File: src/rtl/clk_div_gen_if.sv
// Control and divided-clock bundle for clk_div_gen.
// CLK_DIV_QUAD_EN adds the quadrature output dclk_q.
interface clk_div_gen_if #(
    parameter int N_CH  = 2,
    parameter int CNT_W = 8
);
    logic [N_CH-1:0]       ch_en;
    logic [N_CH*CNT_W-1:0] half_div;
    logic [N_CH-1:0]       div_upd;
    logic [N_CH-1:0]       dclk;
    logic [N_CH-1:0]       dclk_n;
    logic [N_CH-1:0]       rise_stb;
    logic [N_CH-1:0]       fall_stb;
    logic [N_CH-1:0]       busy;
`ifdef CLK_DIV_QUAD_EN
    logic [N_CH-1:0]       dclk_q;

    modport master (
        output ch_en, half_div, div_upd,
        input  dclk, dclk_n, rise_stb, fall_stb, busy, dclk_q
    );
    modport slave (
        input  ch_en, half_div, div_upd,
        output dclk, dclk_n, rise_stb, fall_stb, busy, dclk_q
    );
`else
    modport master (
        output ch_en, half_div, div_upd,
        input  dclk, dclk_n, rise_stb, fall_stb, busy
    );
    modport slave (
        input  ch_en, half_div, div_upd,
        output dclk, dclk_n, rise_stb, fall_stb, busy
    );
`endif
endinterface

File: src/rtl/clk_div_gen.sv
// Multi-channel programmable clock divider with glitch-free ratio update and clean stop.
// Optional quadrature output dclk_q when CLK_DIV_QUAD_EN is defined.
//   state   | meaning
//   ST_IDLE | stopped at IDLE_LVL, act_div tracks half_div
//   ST_RUN  | dividing
//   ST_STOP | dividing until the next return to IDLE_LVL, then idle
module clk_div_gen #(
    parameter int N_CH     = 2,
    parameter int CNT_W    = 8,
    parameter bit IDLE_LVL = 1'b0
) (
    input  logic         sys_clk,
    input  logic         sys_rst,
    clk_div_gen_if.slave bus
);

    typedef enum logic [1:0] {
        ST_IDLE = 2'd0,
        ST_RUN  = 2'd1,
        ST_STOP = 2'd2
    } state_t;

    state_t           state_r  [N_CH];
    state_t           state_nx [N_CH];
    logic [CNT_W-1:0] cnt_r    [N_CH];
    logic [CNT_W-1:0] cnt_nx   [N_CH];
    logic [CNT_W-1:0] act_r    [N_CH];
    logic [CNT_W-1:0] act_nx   [N_CH];
    logic [CNT_W-1:0] pend_r   [N_CH];
    logic [CNT_W-1:0] pend_nx  [N_CH];

    logic [N_CH-1:0] pvld_r, pvld_nx;
    logic [N_CH-1:0] dclk_r, dclk_nx;
    logic [N_CH-1:0] dclkn_r;
    logic [N_CH-1:0] rise_r, rise_nx;
    logic [N_CH-1:0] fall_r, fall_nx;
    logic [N_CH-1:0] busy_w;

`ifdef CLK_DIV_QUAD_EN
    logic [N_CH-1:0] qclk_r, qclk_nx;

    // Quadrature point (act_div+1)>>1, computed one bit wider so act_div=max cannot wrap.
    function automatic logic [CNT_W-1:0] quad_pt(input logic [CNT_W-1:0] d);
        logic [CNT_W:0] s;
        s = {1'b0, d} + 1'b1;
        return s[CNT_W:1];
    endfunction
`endif

    always_comb begin
        logic [CNT_W-1:0] slice;
        logic             tc;
        logic             to_idle;

        pvld_nx = pvld_r;
        dclk_nx = dclk_r;
        rise_nx = '0;
        fall_nx = '0;
`ifdef CLK_DIV_QUAD_EN
        qclk_nx = qclk_r;
`endif
        slice   = '0;
        tc      = 1'b0;
        to_idle = 1'b0;

        for (int k = 0; k < N_CH; k++) begin
            state_nx[k] = state_r[k];
            cnt_nx[k]   = cnt_r[k];
            act_nx[k]   = act_r[k];
            pend_nx[k]  = pend_r[k];

            slice   = bus.half_div[k*CNT_W +: CNT_W];
            tc      = (cnt_r[k] == act_r[k]);
            to_idle = tc && (dclk_r[k] != IDLE_LVL);

            case (state_r[k])
                ST_IDLE: begin
                    act_nx[k]  = slice;
                    cnt_nx[k]  = '0;
                    dclk_nx[k] = IDLE_LVL;
                    pvld_nx[k] = 1'b0;
`ifdef CLK_DIV_QUAD_EN
                    qclk_nx[k] = IDLE_LVL;
`endif
                    if (bus.ch_en[k]) begin
                        state_nx[k] = ST_RUN;
                    end
                end

                ST_RUN, ST_STOP: begin
                    if (tc) begin
                        cnt_nx[k]  = '0;
                        dclk_nx[k] = ~dclk_r[k];
                        rise_nx[k] = ~dclk_r[k];
                        fall_nx[k] = dclk_r[k];
                    end else begin
                        cnt_nx[k] = cnt_r[k] + 1'b1;
                    end

                    // New ratio only takes effect at a full-period boundary.
                    if (to_idle) begin
                        if (bus.div_upd[k]) begin
                            act_nx[k]  = slice;
                            pvld_nx[k] = 1'b0;
                        end else if (pvld_r[k]) begin
                            act_nx[k]  = pend_r[k];
                            pvld_nx[k] = 1'b0;
                        end
                    end else if (bus.div_upd[k]) begin
                        pend_nx[k] = slice;
                        pvld_nx[k] = 1'b1;
                    end

                    if (!bus.ch_en[k]) begin
                        state_nx[k] = to_idle ? ST_IDLE : ST_STOP;
                    end else begin
                        state_nx[k] = ST_RUN;
                    end

`ifdef CLK_DIV_QUAD_EN
                    if (cnt_nx[k] == quad_pt(act_nx[k])) begin
                        qclk_nx[k] = ~qclk_r[k];
                    end
                    if (state_nx[k] == ST_IDLE) begin
                        qclk_nx[k] = IDLE_LVL;
                    end
`endif
                end

                default: begin
                    state_nx[k] = ST_IDLE;
                    cnt_nx[k]   = '0;
                    dclk_nx[k]  = IDLE_LVL;
                end
            endcase
        end
    end

    always_ff @(posedge sys_clk) begin
        if (sys_rst) begin
            for (int k = 0; k < N_CH; k++) begin
                state_r[k] <= ST_IDLE;
                cnt_r[k]   <= '0;
                act_r[k]   <= '0;
                pend_r[k]  <= '0;
            end
            pvld_r  <= '0;
            dclk_r  <= {N_CH{IDLE_LVL}};
            dclkn_r <= {N_CH{~IDLE_LVL}};
            rise_r  <= '0;
            fall_r  <= '0;
`ifdef CLK_DIV_QUAD_EN
            qclk_r  <= {N_CH{IDLE_LVL}};
`endif
        end else begin
            for (int k = 0; k < N_CH; k++) begin
                state_r[k] <= state_nx[k];
                cnt_r[k]   <= cnt_nx[k];
                act_r[k]   <= act_nx[k];
                pend_r[k]  <= pend_nx[k];
            end
            pvld_r  <= pvld_nx;
            dclk_r  <= dclk_nx;
            dclkn_r <= ~dclk_nx;
            rise_r  <= rise_nx;
            fall_r  <= fall_nx;
`ifdef CLK_DIV_QUAD_EN
            qclk_r  <= qclk_nx;
`endif
        end
    end

    always_comb begin
        busy_w = '0;
        for (int k = 0; k < N_CH; k++) begin
            busy_w[k] = (state_r[k] != ST_IDLE);
        end
    end

    assign bus.dclk     = dclk_r;
    assign bus.dclk_n   = dclkn_r;
    assign bus.rise_stb = rise_r;
    assign bus.fall_stb = fall_r;
    assign bus.busy     = busy_w;
`ifdef CLK_DIV_QUAD_EN
    assign bus.dclk_q   = qclk_r;
`endif

endmodule

File: src/flat_wrapper.sv
// flat-port wrapper written by rule: the top's interface ports become plain ports
module clk_div_gen_flat 
#(
    parameter int N_CH     = 2,
    parameter int CNT_W    = 8,
    parameter bit IDLE_LVL = 1'b0
)
  (sys_clk, sys_rst, bus_ch_en, bus_half_div, bus_div_upd, bus_dclk, bus_dclk_n, bus_rise_stb, bus_fall_stb, bus_busy);
  clk_div_gen_if #(.N_CH(N_CH), .CNT_W(CNT_W)) bus_i ();
  input  logic sys_clk;
  input  logic sys_rst;
  input wire logic [$bits(bus_i.ch_en)-1:0] bus_ch_en;
  input wire logic [$bits(bus_i.half_div)-1:0] bus_half_div;
  input wire logic [$bits(bus_i.div_upd)-1:0] bus_div_upd;
  output wire logic [$bits(bus_i.dclk)-1:0] bus_dclk;
  output wire logic [$bits(bus_i.dclk_n)-1:0] bus_dclk_n;
  output wire logic [$bits(bus_i.rise_stb)-1:0] bus_rise_stb;
  output wire logic [$bits(bus_i.fall_stb)-1:0] bus_fall_stb;
  output wire logic [$bits(bus_i.busy)-1:0] bus_busy;
  assign bus_i.ch_en = bus_ch_en;
  assign bus_i.half_div = bus_half_div;
  assign bus_i.div_upd = bus_div_upd;
  assign bus_dclk = bus_i.dclk;
  assign bus_dclk_n = bus_i.dclk_n;
  assign bus_rise_stb = bus_i.rise_stb;
  assign bus_fall_stb = bus_i.fall_stb;
  assign bus_busy = bus_i.busy;
  clk_div_gen #(.N_CH(N_CH), .CNT_W(CNT_W), .IDLE_LVL(IDLE_LVL)) u_core (.sys_clk(sys_clk), .sys_rst(sys_rst), .bus(bus_i));
endmodule
File: config.mk
export PLATFORM = sky130hd
export DESIGN_NAME = clk_div_gen_flat
export DESIGN_NICKNAME = d
export VERILOG_FILES = /design/src/rtl/clk_div_gen_if.sv /design/src/rtl/clk_div_gen.sv /design/src/flat_wrapper.sv
export SDC_FILE = /design/constraint.sdc
export NUM_CORES = 1
export LEC_CHECK = 0
export BUFFER_PORTS_ARGS = -buffer_cell sky130_fd_sc_hd__buf_2
export CELL_PAD_IN_SITES_DETAIL_PLACEMENT = 1
export CELL_PAD_IN_SITES_GLOBAL_PLACEMENT = 1
export CORE_MARGIN = 4
export CORE_UTILIZATION = 35
export CTS_CLUSTER_DIAMETER = 120
export DETAILED_ROUTE_END_ITERATION = 10
export PLACE_DENSITY = 0.7
export SYNTH_ARGS = -nofsm -noshare
export SYNTH_HDL_FRONTEND = slang
export SYNTH_SLANG_ARGS = --single-unit
File: constraint.sdc
create_clock -name sys_clk -period 5.05 [get_ports sys_clk]
set_input_delay 0.2525 -clock sys_clk [delete_from_list [all_inputs] [get_ports sys_clk]]
set_output_delay 0.2525 -clock sys_clk [all_outputs]
set_load 0.01 [all_outputs]
After elaboration in Yosys (flattened, before gate mapping) --
Memory sizes are Yosys's and may differ from the RTL's. Cells that the tools add are included.
Word-level totals: register bits 10, bits in latches 0, memory bits (writable) 52, memory bits (read-only) 0, input bits 22, output and inout bits 10, logic and storage cells 98, memories kept 4
Memories:
- u_core.act_r | depth 2, width 8, rd ports 2, clocked after memory_dff 0, wr ports 2, line clk_div_gen.sv:27 | logic [CNT_W-1:0] act_r [N_CH];
- u_core.cnt_r | depth 2, width 8, rd ports 2, clocked after memory_dff 0, wr ports 2, line clk_div_gen.sv:25 | logic [CNT_W-1:0] cnt_r [N_CH];
- u_core.pend_r | depth 2, width 8, rd ports 2, clocked after memory_dff 0, wr ports 2, line clk_div_gen.sv:29 | logic [CNT_W-1:0] pend_r [N_CH];
- u_core.state_r | depth 2, width 2, rd ports 2, clocked after memory_dff 0, wr ports 2, line clk_div_gen.sv:23 | state_t state_r [N_CH];
Cells by class: add/subtract/negate cells 2, multiply operators 0, divide/modulo/power cells 0, magnitude comparators 0, equal/unequal tests 8, shift-type cells 0, muxes and demuxes 47, bitwise logic cells 15, reductions and logical operators 14
Operators with widths (count):
- two-way mux 8 bit | 22
- one-hot mux 8 bit (2 select lines) | 2
- adder 8 x 1 -> 8 bit (second input constant) | 2
- == test 8 bit | 2
- two-way mux 2 bit | 8
- two-way mux 1 bit | 11
- OR 1 bit | 8
- one-hot mux 2 bit (2 select lines) | 2
- nonzero test 2 bit | 4
- inequality test 3 x 2 -> 1 bit (second input constant) | 2
- NOT 1 bit | 6
- OR reduction 3 bit | 2
- == test 2 x 1 -> 1 bit (second input constant) | 2
- == test 2 bit (second input constant) | 2
- logical NOT 2 bit | 2
- one-hot mux 1 bit (2 select lines) | 2
- AND reduction 2 bit | 2
- OR reduction 2 bit | 2
- logical AND 1 bit | 2
- NOT 2 bit | 1

Longest topological paths before layout --
Gate-level depths: netlist of run 1.
depth after elaboration 6, mapped depth 9, mapped depth without buffers 8

Least setup slack after synthesis of run 1 --
OpenSTA, ideal clock, no wires.
path kind reg2reg, from memory u_core.cnt_r[0][0], to memory u_core.act_r[0][6], setup time 0.079 ns, arrival 1.684 ns, required time 4.971 ns, slack 3.287 ns, cell stages (with the launch flop) 10, path buffers 1, period minus slack after synthesis 1.763 ns, cells stage by stage dfxtp_1 -> xnor2_1 -> nand4_1 -> nor2_1 -> ha_1 -> nor2b_4 -> nor3_4 -> buf_6 -> nor2_2 -> a211oi_2
RTL lines (line):
- start, declared | clk_div_gen.sv:25
- end, declared | clk_div_gen.sv:27

==> flow_metrics.tcl, run 1 <==
set metrics [dict create \
    status "completed" \
    dp_hpwl_um 4257 \
    async_flop_share_pct 0 \
    die_area_mm2 0.009180 \
    layout-drive-gt1-share_pct 16.62 \
    drtIter0Drc 36 \
    worst_slew_pin_slew_ns 0.7797 \
    r2r-start "u_core.cnt_r[0][10]$_SDFF_PP0_" \
    finalNetCount 353 \
    period_share_pct 46.09 \
    fin_ws_ns 2.722 \
    synth_area_mm2 0.002699 \
    regArea_mm2 0.001241 \
    gr-usage-all-layers_pct 14.17 \
    cts_hold_buf 0 \
    synth.most_common_cell "dfxtp_1" \
    synth_top_area_share_pct 45.99 \
    yosysWarnings 0 \
    gp_congestion 0.7892 \
    synth_edf_count 0 \
    fmax_mhz 429.6 \
    synth_nets 323 \
    seq_area_frac_synth_pct 45.99 \
    area_delta_synth_final_pct 14.00 \
    pwr_density_cell_mw_per_mm2 343.8 \
    drc 0 \
    synth_seq_cells 62 \
    route.vias.total 2074 \
    grt_max_degree 41 \
    peakVddDrop_mv 0.1351 \
    multi_input_area_mm2 0.001358 \
    finalHoldViolCount 0 \
    cts_resized 0 \
    leakage_nw 1.287 \
    die_x_um 95.81 \
    clkTransAtPathRegs_ns 0.07 \
    cts_tree "done" \
    dr.pass1.iters 4 \
    synth_common_cells "dfxtp_1 (62), nor2_1 (39), nand3_1 (26)" \
    start_util_pct 36.62 \
    hp-class "input pin to flop" \
    maxCapViolations 0 \
    cts_buffers 9 \
    cp-start-kind "flop" \
    post_drt_wl_per_cell_um 13.90 \
    vias_per_cell 4.892 \
    synth_area_leaders "dfxtp_1 (46%), mux2i_1 (6.3%), xnor2_1 (5.8%), nor2_1 (5.4%), nand3_1 (4.8%)" \
    crit_fanout 11 \
    synthDistinctLibCells 35 \
    path_cells "xnor2_1, nand4_1, nor2_1, ha_1, nor2b_1, nand2_1, nand2_1, a21oi_1" \
    critPathBufInv 0 \
    setup_viol 0 \
    h-tree-depth 3 \
    grt_pass1_wl_um 10090 \
    synth_cells 293 \
    skew_ns 0.006535 \
    placementRows 31 \
    period_needed_ns 2.328 \
    numPortBuffers 31 \
    design_area_mm2 0.003077 \
    slew_violations 0 \
    grt.overflow.total 0 \
    max_stage_delay_ns 0.62 \
    pre_cts_ws_ns 2.734 \
    setup-tns-final_ns 0 \
    relSlewSlack_pct 47.91 \
    synth_area_leader_cell "dfxtp_1" \
    cp.arrival_ns 2.51 \
    die_h_um 95.81 \
    required_ns 5.23 \
    core-area_mm2 0.007370 \
    clockBufferDepth 2 \
    nFillCells 895 \
    worst_path_max_delay_cell "nor2b_1" \
    rsz0062_at_grt "false" \
    grt_pass1_vias 2154 \
    syn_avg_cell_area_um2 9.211 \
    detail-route-antenna-nets 0 \
    cts.sinks 62 \
    io-pin-count 32 \
    synth_ff_type "dfxtp_1" \
    worstSetupEndpointType "flop" \
    min_from "bus_ch_en[0]" \
    cts_root_buf "clkbuf_8" \
    clock_latency_ns 0.33 \
    power_mw 1.058 \
    crit_top_cell "nand2_1" \
    antenna_found_initial 0 \
    cp_top_family "simple AND/OR/NAND/NOR gates" \
    wl_um 5895 \
    critPathLaunch "u_core.cnt_r[0][10]$_SDFF_PP0_" \
    dpl-instance-area_mm2 0.002915 \
    antenna_cells 0 \
    critical_path_class "flop to flop" \
    post-cts-setup-buffers 0 \
]
==> area by class of cell <==
cell class	count	share of cell area [%]
Clock buffer	11	4.921
Tap cell	99	4.026
Clock inverter	2	0.3253
Timing Repair Buffer	31	5.043
Inverter	10	1.220
Sequential cell	62	40.34
Multi-Input combinational cell	209	44.12
==> sequential cells by signal, indices dropped and copies added, names as in the netlist <==
register / cells
u_core.act_r: 16
u_core.cnt_r: 16
u_core.pend_r: 16
u_core.state_r: 4
u_core.bus.dclk: 2
u_core.bus.dclk_n: 2
u_core.bus.fall_stb: 2
u_core.bus.rise_stb: 2
u_core.pvld_r: 2
==> worst paths after layout <==
kind / to / slack, ns / depth (start not counted)
worst min register to register: u_core.pend_r[0][4]$_SDFFE_PP0P_ / 0.46 / 2
worst min-delay path: u_core.state_r[0][1]$_SDFFE_PP0P_ / 0.11 / 2
worst max-delay path: u_core.pend_r[0][9]$_SDFFE_PP0P_ / 2.72 / 8
worst max register to register: u_core.pend_r[0][9]$_SDFFE_PP0P_ / 2.72 / 8
==> placed cells by master (no fill, tap or decap) <==
cell / Yosys / routed
dfxtp_1: 62 / 62
nor2b_4: 1 / 1
o22ai_1: 2 / 2
nor3b_2: 1 / 1
clkinv_2: 0 / 2
a21oi_4: 1 / 1
nor4b_1: 1 / 1
ha_1: 8 / 8
buf_2: 5 / 31
nand2_1: 20 / 20
xnor2_1: 18 / 18
and2_1: 1 / 1
o21ai_2: 2 / 2
nand3_1: 26 / 26
nor3_1: 3 / 3
mux2i_1: 17 / 17
clkbuf_8: 0 / 11
xor2_1: 10 / 10
nand4_1: 4 / 4
inv_1: 10 / 10
nor3_4: 1 / 1
o21ai_0: 1 / 1
o21ai_1: 1 / 1
nor2b_1: 6 / 6
nor2_1: 39 / 39
a211oi_2: 2 / 2
nand2b_1: 2 / 2
and3b_1: 1 / 1
a21oi_1: 18 / 18
a22oi_1: 1 / 1
a211oi_1: 14 / 14
and3_1: 6 / 6
nor2_2: 2 / 2
==> routing by layer <==
layer	routed length, um	global-route usage (%)	vias to the layer above	part of all wire (%)
li1	-	-	1059	-
met1	2936	18.37	973	50
met2	2695	22.47	32	46
met3	155	3.362	10	2.6
met4	107	6.043	0	1.8
met5	0	0	-	0
==> where the power goes <==
part / leakage, nW / switching (mW) / total (mW) / internal, mW
clock: 0.0869 / 0.177 / 0.371 / 0.195
combinational: 0.694 / 0.0875 / 0.149 / 0.0614
sequential: 0.506 / 0.0197 / 0.537 / 0.518
total: 1.29 / 0.284 / 1.06 / 0.774
==> cells by family (layout without fill, tap and decap cells) <==
group | count (synthesis) | count (layout) | synth area share, %
muxes | 17 | 17 | 6.305
AOI/OAI and AO/OA | 42 | 42 | 10.52
xor gates and xnor gates | 28 | 28 | 9.087
adders and majority gates | 8 | 8 | 3.709
DFF | 62 | 62 | 45.99
buffers and inverters | 22 | 54 | 3.709
and+or+nand+nor | 114 | 114 | 20.68
==> metrics by stage <==
stage / utilization (%) / instances / hold WS [ns]
detailed placement: 39.56 / 411 / 0.4492
global route: 41.75 / 424 / 0.1008
global placement: 39.56 / 411 / 0.4411
finish: 41.75 / 424 / 0.1090
floorplan: - / 293 / 0.3318
CTS: 41.75 / 424 / 0.09318
(Power assumes the default switching activity.)
==> run 2, diff against run 1 <==
- clock period: 5.05 -> 2.2 ns (I/O delays scaled with it)
==> flow_metrics.tcl, run 2 (same netlist as run 1, synthesis figures left out) <==
set metrics [dict create \
    status "completed" \
    fmax_mhz 507.1 \
    crit_top_cell "nor2_1" \
    gr-usage-all-layers_pct 14.54 \
    postLayoutCoreUtil_pct 43.70 \
    dp_hpwl_um 4408 \
    multi_input_area_mm2 0.001360 \
    met2_usage_pct 21.77 \
    layout-drive-gt1-share_pct 19.88 \
    crit_fanout 16 \
    worst_path_max_delay_cell "dfxtp_1" \
    leakage_nw 1.364 \
    rsz0062_at_grt "false" \
    grt.overflow.total 0 \
    busiest_layer "met2" \
    worst_slew_pin_slew_ns 0.5305 \
    grt_pass1_wl_um 10250 \
    max_stage_delay_ns 0.40 \
    die_h_um 95.81 \
    cts_root_buf "clkbuf_8" \
    path_cells "xnor2_1, nand4_1, nor2_1, ha_1, nor2b_4, nor3_4, buf_6, nor2_1, a211oi_1" \
    period_share_pct 89.63 \
    drc 0 \
    grt_pass1_vias 2121 \
    antenna_cells 0 \
    antenna_found_initial 0 \
    clockBufferDepth 2 \
    h-tree-depth 3 \
    die_x_um 95.81 \
    cts_buffers 9 \
    area_delta_synth_final_pct 19.33 \
    nFillCells 896 \
    clock_latency_ns 0.34 \
    layout_commonest_cell "dfxtp_1" \
    relSlewSlack_pct 64.63 \
    gp_congestion 0.7225 \
    fin_cells 436 \
    cp_top_family "simple AND/OR/NAND/NOR gates" \
    finalNetCount 363 \
    whs_ns 0.02769 \
    vias_per_cell 4.865 \
    cp-start-kind "flop" \
    maxCapViolations 0 \
    worstSetupEndpointType "flop" \
    grt_max_degree 28 \
    design_area_mm2 0.003221 \
    cts_tree "done" \
    globalRouteMet3Util_pct 3.362 \
    period_needed_ns 1.972 \
    die_area_mm2 0.009180 \
    critPathBufInv 1 \
    post_drt_wl_per_cell_um 13.72 \
    dp_cells 418 \
    numPortBuffers 31 \
    skew_ns 0.005043 \
    peakVddDrop_mv 0.2551 \
    slew_violations 0 \
    placementRows 31 \
    detail-route-antenna-nets 0 \
    cp.arrival_ns 2.23 \
    required_ns 2.46 \
    finalHoldViolCount 0 \
    io-pin-count 32 \
    cts.sinks 62 \
    core-area_mm2 0.007370 \
    setup_viol 0 \
    wl_um 5982 \
    top_regs "u_core.act_r: 16 flops, u_core.cnt_r: 16 flops, u_core.pend_r: 16 flops" \
    clkTransAtPathRegs_ns 0.07 \
    route.vias.total 2121 \
    grt_use_met1_pct 19.89 \
    pwr_density_cell_mw_per_mm2 827.6 \
    dr.pass1.iters 4 \
    regArea_mm2 0.001245 \
    final_cell_mix "dfxtp_1 (59), nor2_1 (39), buf_2 (31)" \
    hp-class "input pin to flop" \
    dpl-instance-area_mm2 0.002968 \
    start_util_pct 36.62 \
    critical_path_class "flop to flop" \
    drtIter0Drc 29 \
]
-- run 2: cell count changes in the layout (fill, tap and decap cells not counted) --
cell | before | now
buf_12 | 0 | 1
buf_4 | 0 | 6
buf_6 | 0 | 1
bufinv_16 | 0 | 2
clkbuf_1 | 0 | 1
clkbuf_8 | 11 | 9
clkinv_2 | 2 | 3
dfxtp_1 | 62 | 59
dfxtp_2 | 0 | 3
dlygate4sd3_1 | 0 | 2
nor2b_1 | 6 | 5
nor2b_2 | 0 | 1
-- run 2: layer usage --
metal	vias to the layer above	share of wire, %
li1	1082	-
met1	988	50
met2	40	45
met3	11	3.3
met4	0	1.8
met5	-	0
-- run 2: metrics by stage --
| stage | total power [mW] | TNS [ns] | worst slack, ns |
|---|---|---|---|
| 2_1_floorplan | 1.516 | 0 | 0.4371 |
| 3_3_place_gp | 1.603 | 0 | 0.03903 |
| 3_5_place_dp | 1.617 | -0.1087 | -0.02152 |
| 4_1_cts | 2.688 | 0 | 0.1053 |
| 5_1_grt | 2.809 | 0 | 0.01726 |
| 6_report | 2.665 | 0 | 0.2281 |
-- run 2: cell type report --
type                       count  share of cell area (%)
multi-input combinational    209                   42.23
inverter                      10                   1.166
clock inverter                 5                   2.331
clock buffer                  10                   3.963
timing repair buffer          41                   7.809
tap                           99                   3.846
sequential                    62                   38.66
-- run 2: final timing paths --
check                                         from                                to  slack [ns]  depth (start not counted)
setup reg to reg     u_core.cnt_r[0][6]$_SDFF_PP0_   u_core.act_r[0][2]$_SDFFE_PP0P_        0.23                          9
hold / removal                     bus_half_div[4]  u_core.pend_r[0][4]$_SDFFE_PP0P_        0.03                          3
hold reg to reg   u_core.pend_r[0][0]$_SDFFE_PP0P_  u_core.pend_r[0][0]$_SDFFE_PP0P_        0.45                          2
setup / recovery     u_core.cnt_r[0][6]$_SDFF_PP0_   u_core.act_r[0][2]$_SDFFE_PP0P_        0.23                          9
-- run 2: tightest hold or removal path: cells and delay by family --
family	cells	cell delay, ns
AO/OA/AOI/OAI	1	0.05
AND/OR/NAND/NOR	1	0.05
buffers and inverters	1	0.10
-- run 2: timing repair --
action / 4_1_cts / 5_1_grt
gates cloned: 0 / 0
setup buffers: 0 / 1
endpoints found under the hold margin: 2 / 0
pin swaps: 0 / 1
hold buffers: 2 / 0
resized for setup: 1 / 4
endpoints found under the setup margin: 8 / 15
-- run 2: report_power, final --
part | internal, mW | switching (mW) | total, mW
clock | 0.626 | 0.437 | 1.06
combinational | 0.162 | 0.206 | 0.368
sequential | 1.19 | 0.0454 | 1.23
